## config.mk

```make
export PLATFORM = sky130hd
export DESIGN_NAME = id_ex_stage
export DESIGN_NICKNAME = d
export VERILOG_FILES = /design/src/rtl/id_ex_stage.sv
export SDC_FILE = /design/constraint.sdc
export NUM_CORES = 1
export LEC_CHECK = 0
export CORE_MARGIN = 5
export CORE_UTILIZATION = 35
export CTS_CLUSTER_DIAMETER = 60
export CTS_CLUSTER_SIZE = 14
export DETAILED_ROUTE_END_ITERATION = 6
export PLACE_DENSITY_LB_ADDON = 0.3
export RECOVER_POWER = 50
export SYNTH_ARGS = -nofsm -noshare
export SYNTH_HDL_FRONTEND = slang
export SYNTH_SLANG_ARGS = --single-unit
```

## constraint.sdc

```tcl
create_clock -name clk -period 2.35 [get_ports clk]
set_clock_uncertainty 0.2 [all_clocks]
set_input_delay 0.3525 -clock clk [delete_from_list [all_inputs] [get_ports clk]]
set_output_delay 0.3525 -clock clk [all_outputs]
set_load 0.02 [all_outputs]
```

## src/rtl/id_ex_stage.sv

```systemverilog
// ID/EX pipeline register: captures decoded operands/controls, detects load-use hazards,
// inserts bubbles on hazard or branch flush, and keeps saturating stall/flush counters.
module id_ex_stage #(
   parameter int XLEN  = 32,
   parameter int CNT_W = 16
) (
   input  logic             clk,
   input  logic             rst,
   input  logic             ID_valid,
   input  logic [XLEN-1:0]  ID_pc,
   input  logic [4:0]       ID_rs1,
   input  logic [4:0]       ID_rs2,
   input  logic             ID_use_rs1,
   input  logic             ID_use_rs2,
   input  logic [4:0]       ID_wr,
   input  logic             ID_we,
   input  logic [XLEN-1:0]  ID_rD1,
   input  logic [XLEN-1:0]  ID_rD2,
   input  logic [XLEN-1:0]  ID_imm,
   input  logic [3:0]       ID_alu_op,
   input  logic             ID_mem_rd,
   input  logic             ID_mem_we,
   input  logic [1:0]       ID_wd_sel,
   input  logic             EX_flush,
   input  logic             hold,
   output logic             stall_if_id,
   output logic             EX_valid,
   output logic [XLEN-1:0]  EX_pc,
   output logic [4:0]       EX_rs1,
   output logic [4:0]       EX_rs2,
   output logic [4:0]       EX_wr,
   output logic             EX_we,
   output logic [XLEN-1:0]  EX_rD1,
   output logic [XLEN-1:0]  EX_rD2,
   output logic [XLEN-1:0]  EX_imm,
   output logic [3:0]       EX_alu_op,
   output logic             EX_mem_rd,
   output logic             EX_mem_we,
   output logic [1:0]       EX_wd_sel,
   output logic [CNT_W-1:0] stall_cnt,
   output logic [CNT_W-1:0] flush_cnt
);

   typedef struct packed {
      logic            valid;
      logic [XLEN-1:0] pc;
      logic [4:0]      rs1;
      logic [4:0]      rs2;
      logic [4:0]      wr;
      logic            we;
      logic [XLEN-1:0] rd1;
      logic [XLEN-1:0] rd2;
      logic [XLEN-1:0] imm;
      logic [3:0]      alu_op;
      logic            mem_rd;
      logic            mem_we;
      logic [1:0]      wd_sel;
   } ex_t;

   localparam logic [CNT_W-1:0] CNT_MAX = '1;

   ex_t  ex_q;
   ex_t  id_d;
   logic lu;

   // Side-effecting controls are gated by validity so an invalid ID slot behaves as a bubble.
   always_comb begin
      id_d        = '0;
      id_d.valid  = ID_valid;
      id_d.pc     = ID_pc;
      id_d.rs1    = ID_rs1;
      id_d.rs2    = ID_rs2;
      id_d.wr     = ID_wr;
      id_d.we     = ID_we & ID_valid;
      id_d.rd1    = ID_rD1;
      id_d.rd2    = ID_rD2;
      id_d.imm    = ID_imm;
      id_d.alu_op = ID_alu_op;
      id_d.mem_rd = ID_mem_rd & ID_valid;
      id_d.mem_we = ID_mem_we & ID_valid;
      id_d.wd_sel = ID_wd_sel;
   end

   // A load's data only exists after MEM, so a consumer right behind it must wait one bubble.
   always_comb begin
      lu = ex_q.valid & ex_q.mem_rd & ex_q.we & (ex_q.wr != 5'd0) & ID_valid
         & ((ID_use_rs1 & (ID_rs1 == ex_q.wr)) | (ID_use_rs2 & (ID_rs2 == ex_q.wr)));
   end

   assign stall_if_id = (lu | hold) & ~EX_flush & ~rst;

   // NOTE: state uses non-blocking assignments so every register samples pre-edge values.
   always_ff @(posedge clk) begin
      if (rst) begin
         ex_q      <= '0;
         stall_cnt <= '0;
         flush_cnt <= '0;
      end else if (EX_flush) begin
         ex_q <= '0;
         if (ID_valid && flush_cnt != CNT_MAX)
            flush_cnt <= flush_cnt + CNT_W'(1);
      end else if (!hold) begin
         if (lu) begin
            ex_q <= '0;
            if (stall_cnt != CNT_MAX)
               stall_cnt <= stall_cnt + CNT_W'(1);
         end else begin
            ex_q <= id_d;
         end
      end
   end

   assign EX_valid  = ex_q.valid;
   assign EX_pc     = ex_q.pc;
   assign EX_rs1    = ex_q.rs1;
   assign EX_rs2    = ex_q.rs2;
   assign EX_wr     = ex_q.wr;
   assign EX_we     = ex_q.we;
   assign EX_rD1    = ex_q.rd1;
   assign EX_rD2    = ex_q.rd2;
   assign EX_imm    = ex_q.imm;
   assign EX_alu_op = ex_q.alu_op;
   assign EX_mem_rd = ex_q.mem_rd;
   assign EX_mem_we = ex_q.mem_we;
   assign EX_wd_sel = ex_q.wd_sel;

endmodule

```

==> flow_summary_export.csv, run 1 <==
group,metric,value,unit
finish,final_common_cell,"clkdlybuf4s50_1",
global_route,grt_first_pass_wirelength,33.08,mm
drt,wirelength,24.39,mm
synth,synth_top_cell_by_area,"dfxtp_1",
finish,fin_nets,1094,
synth,syn_area,6394,µm²
synth,ys_seq_elements,185,
setup_path,cp-start-kind,"input port",
setup_path,path_cells,"clkdlybuf4s50_1 -> xor2_1 -> nor4_2 -> a32oi_2 -> nor2_1 -> o21a_1 -> buf_6",
setup_path,crit_fanout,2,
power,p_leak,4.679,nW
floorplan,initial_core_util,0.3559,
synth,synth_area_leaders,"dfxtp_1 58%, a22o_1 21%, xnor2_1 2.2%, buf_2 1.5%, clkbuf_1 1.5%",
floorplan,pin_count,345,
synth,synth_seq_area_share,0.5793,
drt,drtIter0Drc,386,
sta,finalSetupTns,-1.558,ns
drt,wl_per_cell,20.76,µm
synth,synthCells,558,
floorplan,dieArea,21070,µm²
finish,fin_util,0.6446,
outcome,outcome,"complete, but fails checks",
synth,yosysWarnings,0,
setup_path,r2r_end,"EX_alu_op[1]$_SDFFE_PP0N_",
setup_path,reg2reg_slack,-0.02,ns
global_route,grt_usage,0.1935,
sta,rsz0062_at_grt,"yes",
clocking,holdBufCountCts,0,
floorplan,die_x,145.2,µm
finish,drive_gt1_frac,0.1290,
sta,worst_pin_slew,0.5780,ns
placement,io_buffers,344,
drt,antenna_left,0,
power,power_density,642.6,nW/µm²
global_route,antenna_found_initial,1,
floorplan,core,17960,µm²
finish,area_growth,81.12,%
floorplan,fp-row-count,49,
sta,clock.fmax,0.4087,GHz
global_route,grt_pass1_vias,5801,
finish,layout_common_cells,"239 x clkdlybuf4s50_1, 176 x dfxtp_1, 150 x a22o_1",
synth,syn_nets,719,
synth,async_flop_share,0,
placement,dp_hpwl,15.83,mm
sta,worst_slack,-0.09671,ns
sta,fin_crit,2.447,ns
outcome,violations,"negative setup slack",
drt,drtPass1Iterations,4,
power,vdd_drop_max,0.0005445,V
synth,syn-mean-instance-area,11.46,µm²
synth,ys.flop_type,"dfxtp_1",
placement,dpl.cell_count,1117,
synth,synth_top_area_frac,0.5793,
drt,vias,6073,
drt,routed_via_density,5.169,
finish,antennaDiodeCount,0,
min_path,min_path_type,"input port to flip-flop",
setup_path,end_kind,"primary output",
global_route,grt_max_degree,59,
clocking,numCtsBuffers,17,
setup_path,timing.rr.start,"EX_wr[2]$_SDFFE_PP0N_",
setup_path,crit_type,"input port to primary output",
global_route,grt.overflow.total,0,
setup_path,cp_data_arrival_time,1.89,ns
clocking,root_buffer,"clkbuf_16",
clocking,clk_pin_slew,0.07,ns
sta,fin_crit_sh,1.041,
clocking,clock_latency,0.42,ns
run,drv_cap,0,
setup_path,cp_slowest_cell,"clkdlybuf4s50_1",
setup_path,startpoint,"ID_rs1[4]",
setup_path,reg2reg_depth,9,
sta,finalMaxSlewViolations,0,
clocking,cts_sinks,185,
placement,gp_congestion,0.8211,
sta,maxSlewHeadroom,0.6126,
setup_path,critPathMaxStageDelay,0.50,ns
clocking,cts_max_path_buffers,2,
sta,hold_violations,0,
min_path,hold_depth,2,
setup_path,crit_path_end,"stall_if_id",
drt,drc,0,
setup_path,crit_required,1.80,ns
finish,finalNonFillerCells,1175,
placement,place_ws,-0.6690,ns
floorplan,die_y,145.2,µm
clocking,cts_max_level,4,
clocking,tritoncts,"built",
synth,synth-edff-count,0,
sta,setup_violations,55,
synth,ys_types,40,
sta,holdWs,0.07887,ns
synth_stat cells (5+ instances only):
cell      number
dfxtp_1      185
a22o_1       150
clkbuf_1      25
nor2_1        22
buf_2         19
xnor2_1       16
nand4_1       14
a21oi_1       13
nor4_1        11
or4_1         11
nand3_1       10
o31ai_1       10
xor2_1         9
nand2_1        8
nor3_1         7
nor2b_1        5
registers in the layout, indices dropped and copies added, names as in the netlist, 2 cells and up:
signal / flops
EX_alu_op: 4
stall_cnt: 16
EX_wr: 5
EX_rs1: 5
EX_imm: 32
EX_pc: 32
EX_rs2: 5
flush_cnt: 16
EX_rD1: 32
EX_wd_sel: 2
EX_rD2: 32
repair_timing:
| action | in CTS | in global routing |
|---|---|---|
| setup endpoints to repair | 166 | 169 |
| pin swaps | 3 | 10 |
| gates cloned | 0 | 23 |
| buffers inserted | 1 | 2 |
| hold endpoints to repair | 0 | 0 |
| resized for setup | 15 | 34 |
layer usage:
| layer | global-route usage | vias up | part of all wire |
|---|---|---|---|
| met5 | 0 | - | 0.00053 |
| met4 | 0.06203 | 2 | 0.019 |
| met3 | 0.06611 | 31 | 0.075 |
| met2 | 0.3374 | 268 | 0.50 |
| met1 | 0.2229 | 2884 | 0.41 |
| li1 | - | 2888 | - |
worst min-delay path by stage:
stage / startpoint / endpoint / slack (ns)
floorplan: ID_wr[4] / EX_wr[4]$_SDFFE_PP0N_ / 0.29
global placement: EX_mem_we$_SDFFE_PP0N_ / EX_mem_we$_SDFFE_PP0N_ / 0.25
detailed placement: EX_rD2[9]$_SDFFE_PP0N_ / EX_rD2[9]$_SDFFE_PP0N_ / 0.25
CTS: EX_rD2[22]$_SDFFE_PP0N_ / EX_rD2[22]$_SDFFE_PP0N_ / 0.28
global route: ID_rs2[2] / EX_rs2[2]$_SDFFE_PP0N_ / 0.09
finish: ID_rs2[2] / EX_rs2[2]$_SDFFE_PP0N_ / 0.08
area by class of cell:
type | count | area, µm²
Fill cell | 1433 | 6384
Timing Repair Buffer | 399 | 4228
Sequential cell | 185 | 3717
Multi-Input combinational cell | 329 | 2671
Clock buffer | 20 | 436.7
Tap cell | 229 | 286.5
Clock inverter | 12 | 236.5
Inverter | 1 | 3.754
power breakdown:
part           total, mW  internal [mW]  switching (mW)
sequential          3.27           3.22          0.0509
clock               3.29           2.02            1.27
combinational      0.874          0.515           0.358
total               7.44           5.76            1.68
cells by family (layout without fill, tap and decap cells):
kind of cell | Yosys count | after routing | synth area share
AND/OR/NAND/NOR | 110 | 110 | 0.09981
AO/OA/AOI/OAI | 184 | 188 | 0.2427
adder cells (fa/ha/maj) | 2 | 2 | 0.003913
XOR/XNOR | 25 | 25 | 0.03425
buffers and inverters | 48 | 432 | 0.03307
multiplexers | 4 | 4 | 0.007045
flip-flops | 185 | 185 | 0.5793
worst max-delay path, delay by kind of cell:
family | cells | cell delay [ns]
compound gates | 2 | 0.42
xor+xnor | 1 | 0.32
buf+inv | 2 | 0.63
simple gates | 2 | 0.18
stage by stage:
stage	power [mW]	area, µm²
final	7.441	11580
after global routing	7.664	11580
after CTS	7.432	10990
after detailed placement	4.153	10260
after global placement	4.146	10260
after floorplan	3.620	6396
(Power assumes the default switching activity.)
==> run 2: changes to the inputs <==
--- a/config.mk
+++ b/config.mk
@@ -5,7 +5,6 @@
 export SDC_FILE = /design/constraint.sdc
 export NUM_CORES = 1
 export LEC_CHECK = 0
-export CORE_MARGIN = 5
 export CORE_UTILIZATION = 35
 export CTS_CLUSTER_DIAMETER = 60
 export CTS_CLUSTER_SIZE = 14
==> run 2 against run 1 <==
  * The flow still finishes with violations (negative setup slack)
  * Via count grew 1.7%
  * Maximum frequency grew 2.1%
  * Clock power shrank 13%
  * Register-to-register slack lost 0.02 ns
  * Sequential share of layout area grew 0.15 points
  * Worst hold slack gained 0.052 ns
  * Flip-flop and latch count is the same
  * Core utilization shrank 0.14 points
  * Critical path depth shrank 2
  * Non-clock buffer count grew 8
  * Critical path type is now flip-flop to primary output
  * Largest cell class unchanged
  * Highest routed layer is now met4
==> flow_summary_export.csv, run 2 (same netlist as run 1, synthesis figures left out) <==
group,metric,value,unit
sta,maxSlewHeadroom,0.5074,
setup_path,cp-start-kind,"flip-flop",
setup_path,r2r_end,"EX_imm[11]$_SDFFE_PP0N_",
sta,rsz0062_at_grt,"yes",
floorplan,fp-row-count,49,
floorplan,pin_count,345,
setup_path,crit_fanout,4,
finish,fin_util,0.6433,
drt,routed_via_density,5.210,
power,vdd_drop_max,0.0004776,V
run,drv_cap,0,
clocking,cts_sinks,185,
clocking,clk_pin_slew,0.07,ns
finish,layout_common_cells,"212 x clkdlybuf4s50_1, 177 x dfxtp_1, 150 x a22o_1",
floorplan,die_y,137.2,µm
placement,gp_congestion,0.8065,
drt,antenna_left,0,
finish,finalNonFillerCells,1185,
setup_path,critical_path.top_delay_family,"simple AND/OR/NAND/NOR gates",
global_route,grt.overflow.total,0,
global_route,grt_max_degree,84,
setup_path,startpoint,"EX_wr[2]$_SDFFE_PP0N_",
clocking,numCtsBuffers,17,
sta,finalSetupTns,-1.079,ns
setup_path,crit_path_end,"stall_if_id",
setup_path,path_cells,"or4_4 -> o21bai_4 -> nor2_1 -> o21a_1 -> buf_6",
setup_path,end_kind,"primary output",
placement,io_buffers,344,
setup_path,path_buf_inv,1,
sta,fin_crit_sh,1.020,
sta,worst_pin_slew,0.7348,ns
setup_path,cp_data_arrival_time,1.84,ns
setup_path,crit_type,"flip-flop to primary output",
finish,fin_nets,1103,
sta,hold_violations,0,
setup_path,reg2reg_slack,-0.04,ns
finish,final_common_cell,"clkdlybuf4s50_1",
clocking,root_buffer,"clkbuf_16",
clocking,clock_latency,0.43,ns
sta,clock.fmax,0.4172,GHz
drt,drtIter0Drc,410,
global_route,grt_first_pass_wirelength,29.29,mm
global_route,grt_pass1_vias,5413,
global_route,grt_usage,0.2043,
power,netSwitchingPower,1.756,mW
floorplan,initial_core_util,0.3571,
drt,wirelength,23.27,mm
setup_path,cp_slowest_cell,"or4_4",
floorplan,die_x,137.2,µm
drt,vias,6174,
sta,fin_crit,2.397,ns
placement,place_ws,-0.5690,ns
drt,drc,0,
min_path,min_path_type,"input port to flip-flop",
setup_path,critPathMaxStageDelay,0.57,ns
clocking,cts_max_level,4,
setup_path,cp.depth,5,
sta,finalMaxSlewViolations,0,
sta,worst_slack,-0.04719,ns
drt,drtPass1Iterations,5,
power,p_leak,4.741,nW
outcome,violations,"negative setup slack",
clocking,tritoncts,"built",
placement,dp_hpwl,14.01,mm
outcome,outcome,"complete, but fails checks",
power,power_density,607.7,nW/µm²
sta,setup_violations,48,
setup_path,reg2reg_depth,10,
clocking,cts_max_path_buffers,2,
floorplan,core,17900,µm²
power,p_clk_frac,0.408,
power,p_seq_frac,0.467,
setup_path,timing.rr.start,"EX_wr[2]$_SDFFE_PP0N_",
global_route,antenna_found_initial,1,
floorplan,dieArea,18810,µm²
power,p_comb_frac,0.125,
power,p_int,5.242,mW
drt,wl_per_cell,19.64,µm
finish,drive_gt1_frac,0.1340,
finish,area_growth,80.12,%
power,switching_share,0.2510,
placement,dpl.cell_count,1116,
setup_path,crit_required,1.80,ns
==> run 2: how the worst min path moves through the flow <==
stage,start,endpoint,slack [ns],depth (start not counted)
after global routing,ID_rs1[3],EX_rs1[3]$_SDFFE_PP0N_,0.13,2
after CTS,ID_rs1[3],EX_rs1[3]$_SDFFE_PP0N_,0.14,2
final,ID_rs2[1],EX_rs2[1]$_SDFFE_PP0N_,0.13,3
after floorplan,ID_wr[4],EX_wr[4]$_SDFFE_PP0N_,0.29,1
after detailed placement,EX_pc[28]$_SDFFE_PP0N_,EX_pc[28]$_SDFFE_PP0N_,0.25,1
after global placement,EX_mem_we$_SDFFE_PP0N_,EX_mem_we$_SDFFE_PP0N_,0.25,1
==> run 2: cell type report <==
| type | instances | area (µm²) |
|---|---|---|
| clock inverter | 15 | 156.4 |
| timing repair buffer | 407 | 4279 |
| multi-input combinational | 330 | 2649 |
| tap | 229 | 286.5 |
| clock buffer | 17 | 425.4 |
| antenna | 1 | 2.502 |
| fill | 1391 | 6386 |
| inverter | 1 | 3.754 |
| sequential | 185 | 3714 |
==> run 2: power by group through the flow <==
stage | sequential (mW) | clock, mW | combinational (mW)
global route | 3.28 | 3.05 | 0.920
CTS | 3.27 | 2.89 | 0.807
detailed placement | 3.34 | 0 | 0.798
global placement | 3.34 | 0 | 0.793
finish | 3.27 | 2.85 | 0.873
floorplan | 3.45 | 0 | 0.171
==> run 2: worst register-to-register path: stages, from the launching register on <==
cell       delay, ns
dfxtp_2         0.35
xor2_1          0.16
nor4_1          0.27
buf_4           0.15
a32oi_2         0.06
buf_4           0.18
buf_12          0.16
o21a_4          0.23
buf_12          0.14
clkbuf_16       0.15
a22o_1          0.23
==> run 2: layer usage <==
layer	GRT usage	vias up	wire length (µm)
met5	0	-	0
met2	0.3241	251	11620
li1	-	2925	-
met4	0.08974	0	480
met1	0.2533	2971	9395
met3	0.06407	27	1773
==> run 2: timing repair <==
item / 4_1_cts / 5_1_grt
pin swaps: 74 / 15
setup buffers: 2 / 6
hold buffers: 0 / 0
gates cloned: 2 / 26
gates resized for setup: 19 / 32
setup endpoints to repair: 145 / 160
==> run 2: metrics by stage <==
step                      power [mW]  cell area [µm²]  hold WS, ns
after floorplan                3.620             6396       0.2851
after global placement         4.135            10230       0.2484
after CTS                      6.974            10880       0.1436
after detailed placement       4.140            10230       0.2532
after global routing           7.256            11520       0.1326
final                          6.998            11520       0.1304
